## src/rtl/constants_pkg.sv

```systemverilog
// Shared memory-system constants plus the state/owner types used by the memory port arbiter.
package constants_pkg;

  localparam int MEMORY_ADDRESS_BITS = 8;
  localparam int MEMORY_DATA_BITS    = 8;

  typedef enum logic [1:0] {ARB_IDLE, ARB_ISSUE, ARB_WAIT, ARB_CAPTURE} arb_state_t;
  typedef enum logic {OWNER_FETCH, OWNER_DATA} arb_owner_t;

  // Saturating increment for the optional statistics counters.
  function automatic logic [15:0] sat_inc16(input logic [15:0] v);
    return (v == 16'hFFFF) ? v : v + 16'd1;
  endfunction

endpackage

```

## src/rtl/rr_arbiter2.sv

```systemverilog
// Two-way round-robin pick between fetch and data; last_owner advances only when update_en is set.
module rr_arbiter2
  import constants_pkg::*;
(
  input  logic       clk,
  input  logic       reset,
  input  logic       req_fetch,
  input  logic       req_data,
  input  logic       update_en,
  output logic       gnt_valid,
  output arb_owner_t gnt_owner
);

  arb_owner_t last_owner;

  always_comb begin
    gnt_valid = req_fetch | req_data;
    gnt_owner = OWNER_FETCH;
    if (req_fetch && req_data) begin
      gnt_owner = (last_owner == OWNER_FETCH) ? OWNER_DATA : OWNER_FETCH;
    end else if (req_data) begin
      gnt_owner = OWNER_DATA;
    end
  end

  always_ff @(posedge clk or posedge reset) begin
    if (reset) begin
      last_owner <= OWNER_FETCH;
    end else if (update_en && gnt_valid) begin
      last_owner <= gnt_owner;
    end
  end

endmodule

```

## src/rtl/memory_port_arbiter.sv

```systemverilog
// Shares the mux read/write ports between fetch and load/store; one read in flight at a time.
// Optional statistics counters are built when MEMORY_PORT_ARBITER_STATS_EN is defined.
module memory_port_arbiter
  import constants_pkg::*;
#(
  parameter int RD_LATENCY = 1
) (
  input  logic                           clk,
  input  logic                           reset,
  input  logic                           fetch_req,
  input  logic [MEMORY_ADDRESS_BITS-1:0] fetch_addr,
  output logic                           fetch_gnt,
  output logic [MEMORY_DATA_BITS-1:0]    fetch_rdata,
  output logic                           fetch_rvalid,
  input  logic                           data_req,
  input  logic                           data_we,
  input  logic [MEMORY_ADDRESS_BITS-1:0] data_addr,
  input  logic [MEMORY_DATA_BITS-1:0]    data_wdata,
  output logic                           data_gnt,
  output logic [MEMORY_DATA_BITS-1:0]    data_rdata,
  output logic                           data_rvalid,
  output logic                           rd_mem_en,
  output logic [MEMORY_ADDRESS_BITS-1:0] rd_mem_addr,
  input  logic [MEMORY_DATA_BITS-1:0]    rd_mem_data,
  output logic                           wr_mem_en,
  output logic [MEMORY_ADDRESS_BITS-1:0] wr_mem_addr,
  output logic [MEMORY_DATA_BITS-1:0]    wr_mem_data,
`ifdef MEMORY_PORT_ARBITER_STATS_EN
  output logic [15:0]                    stat_fetch_grants,
  output logic [15:0]                    stat_data_grants,
  output logic [15:0]                    stat_conflict_cycles,
`endif
  output arb_state_t                     dbg_state
);

  if (RD_LATENCY < 1) begin : g_bad_latency
    $error("memory_port_arbiter: RD_LATENCY must be >= 1");
  end

  localparam int CNT_W = (RD_LATENCY > 2) ? $clog2(RD_LATENCY - 1) : 1;
  localparam logic [CNT_W-1:0] WAIT_LOAD = (RD_LATENCY > 2) ? CNT_W'(RD_LATENCY - 2) : '0;

  arb_state_t       state, state_next;
  arb_owner_t       rd_owner, win_owner;
  logic             win_valid;
  logic [CNT_W-1:0] wait_cnt;
  logic             arb_slot, rd_go, fetch_go, data_rd_go, wr_req, wr_hazard, wr_go;

  // Handshake: a requester holds req and its qualifiers stable until it sees gnt high; the edge
  // that closes the gnt cycle already samples the requester's next request (or idle).
  assign arb_slot   = (state == ARB_IDLE) || (state == ARB_CAPTURE);
  assign rd_go      = arb_slot && win_valid;
  assign fetch_go   = rd_go && (win_owner == OWNER_FETCH);
  assign data_rd_go = rd_go && (win_owner == OWNER_DATA);
  assign wr_req     = data_req && data_we;
  // A store to the address fetch is reading this edge waits one slot so the read sees old data.
  assign wr_hazard  = wr_req && fetch_go && (data_addr == fetch_addr);
  assign wr_go      = arb_slot && wr_req && !wr_hazard;
  assign dbg_state  = state;

  rr_arbiter2 u_rr (
    .clk       (clk),
    .reset     (reset),
    .req_fetch (fetch_req),
    .req_data  (data_req && !data_we),
    .update_en (arb_slot),
    .gnt_valid (win_valid),
    .gnt_owner (win_owner)
  );

  always_ff @(posedge clk or posedge reset) begin
    if (reset) state <= ARB_IDLE;
    else       state <= state_next;
  end

  always_comb begin
    state_next = state;
    case (state)
      ARB_IDLE:    if (rd_go) state_next = ARB_ISSUE;
      ARB_ISSUE:   state_next = (RD_LATENCY > 1) ? ARB_WAIT : ARB_CAPTURE;
      ARB_WAIT:    if (wait_cnt == '0) state_next = ARB_CAPTURE;
      ARB_CAPTURE: state_next = rd_go ? ARB_ISSUE : ARB_IDLE;
      default:     state_next = ARB_IDLE;
    endcase
  end

  always_ff @(posedge clk or posedge reset) begin
    if (reset) begin
      rd_owner     <= OWNER_FETCH;
      wait_cnt     <= '0;
      fetch_gnt    <= 1'b0;
      data_gnt     <= 1'b0;
      rd_mem_en    <= 1'b0;
      rd_mem_addr  <= '0;
      wr_mem_en    <= 1'b0;
      wr_mem_addr  <= '0;
      wr_mem_data  <= '0;
      fetch_rvalid <= 1'b0;
      fetch_rdata  <= '0;
      data_rvalid  <= 1'b0;
      data_rdata   <= '0;
    end else begin
      fetch_gnt    <= fetch_go;
      data_gnt     <= data_rd_go || wr_go;
      rd_mem_en    <= rd_go;
      wr_mem_en    <= wr_go;
      fetch_rvalid <= (state == ARB_CAPTURE) && (rd_owner == OWNER_FETCH);
      data_rvalid  <= (state == ARB_CAPTURE) && (rd_owner == OWNER_DATA);
      if (state == ARB_CAPTURE) begin
        if (rd_owner == OWNER_FETCH) fetch_rdata <= rd_mem_data;
        else                         data_rdata  <= rd_mem_data;
      end
      if (rd_go) begin
        rd_mem_addr <= (win_owner == OWNER_FETCH) ? fetch_addr : data_addr;
        rd_owner    <= win_owner;
      end
      if (wr_go) begin
        wr_mem_addr <= data_addr;
        wr_mem_data <= data_wdata;
      end
      if (state == ARB_ISSUE)     wait_cnt <= WAIT_LOAD;
      else if (state == ARB_WAIT) wait_cnt <= wait_cnt - 1'b1;
    end
  end

`ifdef MEMORY_PORT_ARBITER_STATS_EN
  always_ff @(posedge clk or posedge reset) begin
    if (reset) begin
      stat_fetch_grants    <= '0;
      stat_data_grants     <= '0;
      stat_conflict_cycles <= '0;
    end else begin
      if (fetch_go) stat_fetch_grants <= sat_inc16(stat_fetch_grants);
      if (data_rd_go || wr_go) stat_data_grants <= sat_inc16(stat_data_grants);
      if (arb_slot && ((fetch_req && data_req && !data_we) || wr_hazard))
        stat_conflict_cycles <= sat_inc16(stat_conflict_cycles);
    end
  end
`endif

endmodule

```

## config.mk

```make
export PLATFORM = sky130hd
export DESIGN_NAME = memory_port_arbiter
export DESIGN_NICKNAME = d
export VERILOG_FILES = /design/src/rtl/constants_pkg.sv /design/src/rtl/rr_arbiter2.sv /design/src/rtl/memory_port_arbiter.sv
export SDC_FILE = /design/constraint.sdc
export NUM_CORES = 1
export LEC_CHECK = 0
export BUFFER_PORTS_ARGS = -buffer_cell sky130_fd_sc_hd__buf_2
export CORE_UTILIZATION = 52
export DETAILED_ROUTE_END_ITERATION = 10
export GPL_TIMING_DRIVEN = 0
export HOLD_SLACK_MARGIN = 0.08
export PLACE_DENSITY = 0.84
export SKIP_LAST_GASP = 1
export SYNTH_ARGS = -nofsm -noshare
export SYNTH_HDL_FRONTEND = slang
export SYNTH_HIERARCHICAL = 1
export SYNTH_SLANG_ARGS = --single-unit
```

## constraint.sdc

```tcl
create_clock -name clk -period 3.75 [get_ports clk]
set_input_delay 0 -clock clk [delete_from_list [all_inputs] [get_ports clk]]
set_output_delay 0 -clock clk [all_outputs]
set_load 0.1 [all_outputs]
```

==> key figures, run 1 <==
Run status
  • Status: completed

Synthesis
  • Cell taking the most area after synthesis: dfrtp_1
  • Yosys top cell area share: approximately 60%
  • Synth top area cells: dfrtp_1 (59%), mux2_2 (13%), mux2_4 (5.5%), mux2i_1 (3.7%), xor2_1 (3.2%)
  • Cells after Synth: between 150 and 200
  • Ys async rst share: 100.0%
  • Synth warnings: 6
  • Post-synthesis sequential area ratio: 58.55%
  • Yosys reg bits: just over 50
  • Mean Syn Cell Area: around 14 sq um
  • Ys flop type: dfrtp_1
  • Synth unique cells: 25
  • Post-Synthesis Net Count: 202
  • EDFF count, synth: 0
  • Synthesized area: ~2200 sq um

Timing
  • Peak Freq: 452.5 MHz
  • Minimum clock period: 2210 ps
  • Hold_ws: 147.1 ps
  • Crit share post-route: 58.93%
  • Setup violators final: 0
  • Clk_skew: 10.62 ps
  • Slew HR: between 50% and 60%
  • Final Hold Fails: 0
  • RSZ-0062 raised after global routing: false
  • Setup TNS: 0 ps
  • Worst slew pin tran: a little over 700 ps
  • Pins Over Slew Limit: 0

Floorplanning
  • # rows: 23
  • Core footprint: 4000 sq um
  • Ports: 85
  • Die area: 4454 sq um
  • Die width: between 60 and 70 microns
  • Die height: 66.74 microns
  • Starting Density: 54.49%

Place
  • Placed cells: 295
  • Gp weighted congestion: 0.7331
  • Dpl hpwl: 3.242 mm
  • IO buf count: 84

Routing
  • Total length of routed wires: approximately 5.3 mm
  • Drt pass-1 iters: 6
  • DRC: 0
  • Initial DRC count: 51
  • Vias: 1731
  • Post-DR vias/cell: 5.106
  • Detail Route Antenna Nets: 0
  • Routed WL per cell: between 15 and 20 microns

Clock network
  • Clk sinks: 51
  • H-tree lvl count: 2
  • CTS Buf Count: 5
  • Root buffer cell: clkbuf_8
  • CTS tree: built
  • CTS Buffer Depth: 2
  • Worst-path clk slew: 100 ps
  • Skew-Pair Late Insertion Delay: roughly 300 ps

Critical path
  • Most numerous cell on the critical path: inv_1
  • Critical Setup Path Class: flop to flop
  • CP Cell Sequence: inv_1 -> ha_1 -> inv_1 -> nand3_1 -> a31oi_4 -> buf_6 -> mux2_4
  • Critical Path Fanout Max: 10
  • Arr. time, crit path: 2390 ps
  • Crit path from: dbg_state[0]
  • CP peak stage delay: 430 ps
  • R2R Path Start: dbg_state[0]
  • Startpoint Class: flop
  • Worst setup EP type: flop
  • Slowest CP cell: dfrtp_1
  • Worst path required time: 3930 ps

Finish
  • Most frequent cells in the layout: buf_2 (84), dfrtp_1 (51), dlygate4sd3_1 (36), mux2_2 (25), nand2_1 (13)
  • ANT cells: 0
  • Fill cells: 241
  • Commonest non-fill, non-tap cell in the layout: buf_2
  • Final cell count without fillers: 339
  • Area growth syn-to-layout: 44.37%
  • Layout cell share with drive strength beyond 1: 45.33%
  • Final core occ: 78.67%
  • Fin nets: 330

Global route
  • Vias in the first global route: between 1.5k and 2k
  • Busiest grt layer: met2
  • M1 GR Usage: 29.92%
  • First-pass GRT wire length: approximately 8.3 mm
  • Grt total ovfl: 0
  • Largest net degree at the start of global routing: 45
  • Grt met3 use: 6.678%
  • Met2 usage: a little under half
  • GR Util All Layers: 25.80%
  • Initial antenna violation count: 0

Min path
  • HP Class: primary input to asynchronous set/reset pin

Run
  • Max-cap violations: 0
flip-flops by register name, summed over array words and instances, names as in the netlist, 2 cells and up:
name,count
fetch_rdata,8
wr_mem_addr,8
dbg_state,2
rd_mem_addr,8
wr_mem_data,8
data_rdata,8
synth_stat cells (2+ instances only):
library cell	number
dfrtp_1	51
nand2b_1	3
mux2i_1	8
mux2_4	8
nand2_1	13
ha_1	5
nor2_1	3
inv_1	9
mux2_2	25
o21ai_0	9
a21oi_1	2
xor2_1	8
clkbuf_1	4
cell type report:
type / instances / area (sq um) / share of cell area [%]
flip-flops and latches: 51 / 1276 / 40.56
multi-input cells: 95 / 843.3 / 26.80
repair buffers: 121 / 800.8 / 25.45
clock buffers: 7 / 96.34 / 3.062
well taps: 50 / 62.56 / 1.988
inverters: 9 / 33.78 / 1.074
plain buffers: 5 / 26.28 / 0.8350
clock inverters: 1 / 7.507 / 0.2386
cell families after synthesis:
kind of cell | Yosys count | synth area share (%)
muxes | 41 | 22.10
xor gates and xnor gates | 8 | 3.215
buffers and inverters | 14 | 2.755
DFF | 51 | 58.55
and+or+nand+nor | 25 | 5.683
adders and majority gates | 5 | 2.870
AOI/OAI and AO/OA | 16 | 4.822
per-layer routing:
layer	up-vias	part of all wire, %
li1	794	-
met4	0	2.2
met2	66	54
met3	14	4.3
met5	-	0
met1	857	40
per-stage QoR:
stage	setup WS, ps	cell area (sq um)
2_1_floorplan	1107	2180
3_3_place_gp	1626	2663
3_5_place_dp	1577	2683
4_1_cts	1568	3147
5_1_grt	1361	3147
6_report	1540	3147
worst paths after layout:
| check | slack, ps | end | cells past startpoint |
|---|---|---|---|
| setup / recovery | 1540 | wr_mem_data[3] | 7 |
| hold / removal | 150 | dbg_state[1] | 3 |
| setup reg to reg | 1540 | wr_mem_data[3] | 7 |
| hold reg to reg | 490 | rd_mem_addr[2] | 2 |
| max in group asynchronous | 3010 | u_rr/last_owner | 4 |
| min in group clk | 270 | wr_mem_en | 4 |
critical path, delay by kind of cell (launching register included):
family	cells	cell delay, ps
muxes	1	310
buffers and inverters	3	440
and+or+nand+nor	1	130
AOI/OAI and AO/OA	1	390
DFF	1	430
adders and majority gates	1	370
what timing repair did:
action | 4_1_cts | 5_1_grt
hold buffers | 36 | 0
gates resized for setup | 0 | 0
setup buffers | 0 | 0
endpoints found under the hold margin | 92 | 0
Power of run 1 is left out: the tool's default activity adds up to more than one toggle a clock period on the data nets, which glitch-free logic cannot reach.
==> run 2, diff against run 1 <==
--- a/config.mk
+++ b/config.mk
@@ -5,12 +5,13 @@
 export SDC_FILE = /design/constraint.sdc
 export NUM_CORES = 1
 export LEC_CHECK = 0
+export ABC_AREA = 1
 export BUFFER_PORTS_ARGS = -buffer_cell sky130_fd_sc_hd__buf_2
-export CORE_UTILIZATION = 52
+export CORE_UTILIZATION = 44
 export DETAILED_ROUTE_END_ITERATION = 10
 export GPL_TIMING_DRIVEN = 0
 export HOLD_SLACK_MARGIN = 0.08
-export PLACE_DENSITY = 0.84
+export PLACE_DENSITY = 0.76
 export SKIP_LAST_GASP = 1
 export SYNTH_ARGS = -nofsm -noshare
 export SYNTH_HDL_FRONTEND = slang
==> constraint.sdc (replaced) <==
create_clock -name clk -period 1.8 [get_ports clk]
set_input_delay 0 -clock clk [delete_from_list [all_inputs] [get_ports clk]]
set_output_delay 0 -clock clk [all_outputs]
set_load 0.1 [all_outputs]
==> key figures, run 2 <==
Run status
  • Status: completed

Synthesis
  • Post-synthesis sequential area ratio: 56.67% (-1.9 points)
  • Yosys reg bits: 51 (unchanged)
  • Yosys top cell area share: 56.67% (-1.9 points)
  • Synth top area cells: dfrtp_1 (57%), nand2_1 (12%), nand3_1 (5.1%), inv_1 (5.0%), o21ai_0 (3.6%)
  • Synth warnings: 6 (unchanged)
  • Cell taking the most area after synthesis: dfrtp_1
  • Ys flop type: dfrtp_1
  • Post-synth top cells: nand2_1 (72), dfrtp_1 (51), inv_1 (30)
  • Synth unique cells: 26 (+4.0%)
  • Ys async rst share: 100.0% (unchanged)
  • Synthesized area: 2252 sq um (+3.3%)
  • Mean Syn Cell Area: 9.268 sq um (-32%)
  • Post-Synthesis Net Count: 285 (+41%)
  • EDFF count, synth: 0 (unchanged)
  • Cells after Synth: 243 (+52%)
  • Count leader, synth: nand2_1

Finish
  • Most frequent cells in the layout: buf_2 (85), nand2_1 (71), dfrtp_1 (49), dlygate4sd3_1 (35), inv_1 (26)
  • Fill cells: 373 (+55%)
  • Commonest non-fill, non-tap cell in the layout: buf_2
  • Fin nets: 422 (+28%)
  • Area growth syn-to-layout: 51.61%
  • Layout cell share with drive strength beyond 1: 35.17% (-10 points)
  • Fin area: 3415 sq um (+8.5%)
  • ANT cells: 0 (unchanged)

Timing
  • Slew HR: 66.26% (+13 points)
  • Peak Freq: 577.7 MHz (+28%)
  • Setup violators final: 0 (unchanged)
  • Crit share post-route: 96.17% (+37 points)
  • Clk_skew: 6.728 ps (-3.892 ps)
  • Minimum clock period: 1731 ps (-478.8 ps)
  • Hold_ws: 92.35 ps (-54.76 ps)
  • Worst slew pin tran: 509.6 ps (-195.2 ps)
  • Pins Over Slew Limit: 0 (unchanged)
  • Final Hold Fails: 0 (unchanged)

Floorplanning
  • Die height: 73.55 microns (+10%)
  • Die area: 5409 sq um (+21%)
  • Die width: 73.55 microns (+10%)
  • Starting Density: 46.75% (-7.7 points)
  • Ports: 85 (unchanged)
  • Core footprint: 4817 sq um (+20%)
  • # rows: 25 (+8.7%)

Place
  • Gp weighted congestion: 0.7913 (+7.9%)
  • Area after DPL: 2805 sq um (+4.6%)
  • IO buf count: 84 (unchanged)
  • Dpl hpwl: 3.750 mm (+16%)

Clock network
  • H-tree lvl count: 2 (unchanged)
  • Skew-Pair Late Insertion Delay: 300 ps (about the same)
  • Root buffer cell: clkbuf_8
  • CTS Buffer Depth: 2 (unchanged)
  • Clk sinks: 51 (unchanged)
  • CTS tree: built
  • CTS Buf Count: 5 (unchanged)
  • Worst-path clk slew: 100 ps (about the same)

Routing
  • Detail Route Antenna Nets: 0 (unchanged)
  • DRC: 0 (unchanged)
  • Routed WL per cell: 12.63 microns (-19%)
  • Total length of routed wires: 5.658 mm (+6.9%)
  • Drt pass-1 iters: 4 (-2)
  • Initial DRC count: 63 (+24%)
  • Vias: 2117 (+22%)
  • Post-DR vias/cell: 4.725 (-7.5%)

Global route
  • Vias in the first global route: 2014 (+14%)
  • First-pass GRT wire length: 9.108 mm (+10%)
  • Largest net degree at the start of global routing: 38 (-16%)
  • GR Util All Layers: 22.18% (-3.6 points)
  • Initial antenna violation count: 0 (unchanged)
  • Grt total ovfl: 0 (unchanged)

Critical path
  • CP Cell Sequence: inv_4 -> ha_4 -> inv_4 -> nand2_4 -> nor2_8 -> nand3_2 -> nor2_4 -> nand2_4 -> buf_6 -> nand3_1 -> nand2_1
  • CP peak stage delay: 460 ps (+30 ps)
  • R2r worst-path depth: 11 (+4)
  • Worst path required time: 2000 ps (-1930 ps)
  • Critical Path Fanout Max: 10 (unchanged)
  • Worst setup EP type: flop
  • Slowest CP cell: dfrtp_2
  • CP top delay family: simple AND/OR/NAND/NOR gates
  • Buf+Inv Stages, Crit Path: 3 (unchanged)
  • Startpoint Class: flop
  • Total number of cells along the worst setup path: 11 (+4)
  • Arr. time, crit path: 1930 ps (-460 ps)
  • Critical Setup Path Class: flop to flop

Run
  • Max-cap violations: 0 (unchanged)

Min path
  • HP Class: primary input to asynchronous set/reset pin
-- run 2: repair_timing --
| item | CTS | global route |
|---|---|---|
| pin swaps | 0 | 4 |
| endpoints found under the setup margin | 16 | 23 |
| cloned | 0 | 1 |
| buffers inserted | 1 | 8 |
| hold buffers | 35 | 0 |
| hold endpoints to repair | 92 | 0 |
| gates resized for setup | 4 | 6 |
-- run 2: worst paths after layout --
kind | from | to | slack, ps
max | dbg_state[0] | wr_mem_data[0] | 70
max reg2reg | dbg_state[0] | wr_mem_data[0] | 70
min in group clk | data_req | wr_mem_addr[5] | 160
max in group asynchronous | reset | dbg_state[0] | 1100
min reg2reg | wait_cnt | wait_cnt | 470
min | reset | u_rr/last_owner | 90
-- run 2: area by class of cell --
type	instances	area (sq um)	area share, %
clock buffer	6	82.58	2.418
timing repair buffer	130	899.6	26.35
multi-input combinational	155	858.3	25.14
sequential	51	1279	37.45
tap	67	83.83	2.455
inverter	31	123.9	3.628
clock inverter	2	38.79	1.136
buffer	6	48.80	1.429
-- run 2: per-stage QoR --
stage               cells  TNS, ps  setup slack, ps  utilization, %
CTS                   439        0            31.33           68.44
detailed placement    395    -1424           -146.5           58.23
global placement      394    -5038           -229.2           57.82
finish                448        0            68.87           70.88
floorplan             243    -4247           -238.8               -
global route          448   -14.64           -3.838           70.88
-- run 2: routing by layer --
metal / vias to the layer above / global-route usage [%] / share of wire, %
li1: 1049 / - / -
met1: 993 / 27.52 / 42
met2: 70 / 38.94 / 52
met3: 5 / 5.350 / 5.8
met4: 0 / 5.128 / 0.71
met5: - / 0 / 0
-- run 2: tightest hold or removal path: cells and delay by family --
| family | cells | cell delay, ps |
|---|---|---|
| buffers and inverters | 3 | 720 |
-- run 2: cell families after synthesis --
group,count (synthesis),synth area share (%)
fa+ha+maj,5,2.778
compound gates,28,7.444
buf+inv,37,7.000
simple gates,119,24.94
xor+xnor,3,1.167
flops,51,56.67
Power of run 2 is left out for the same reason.
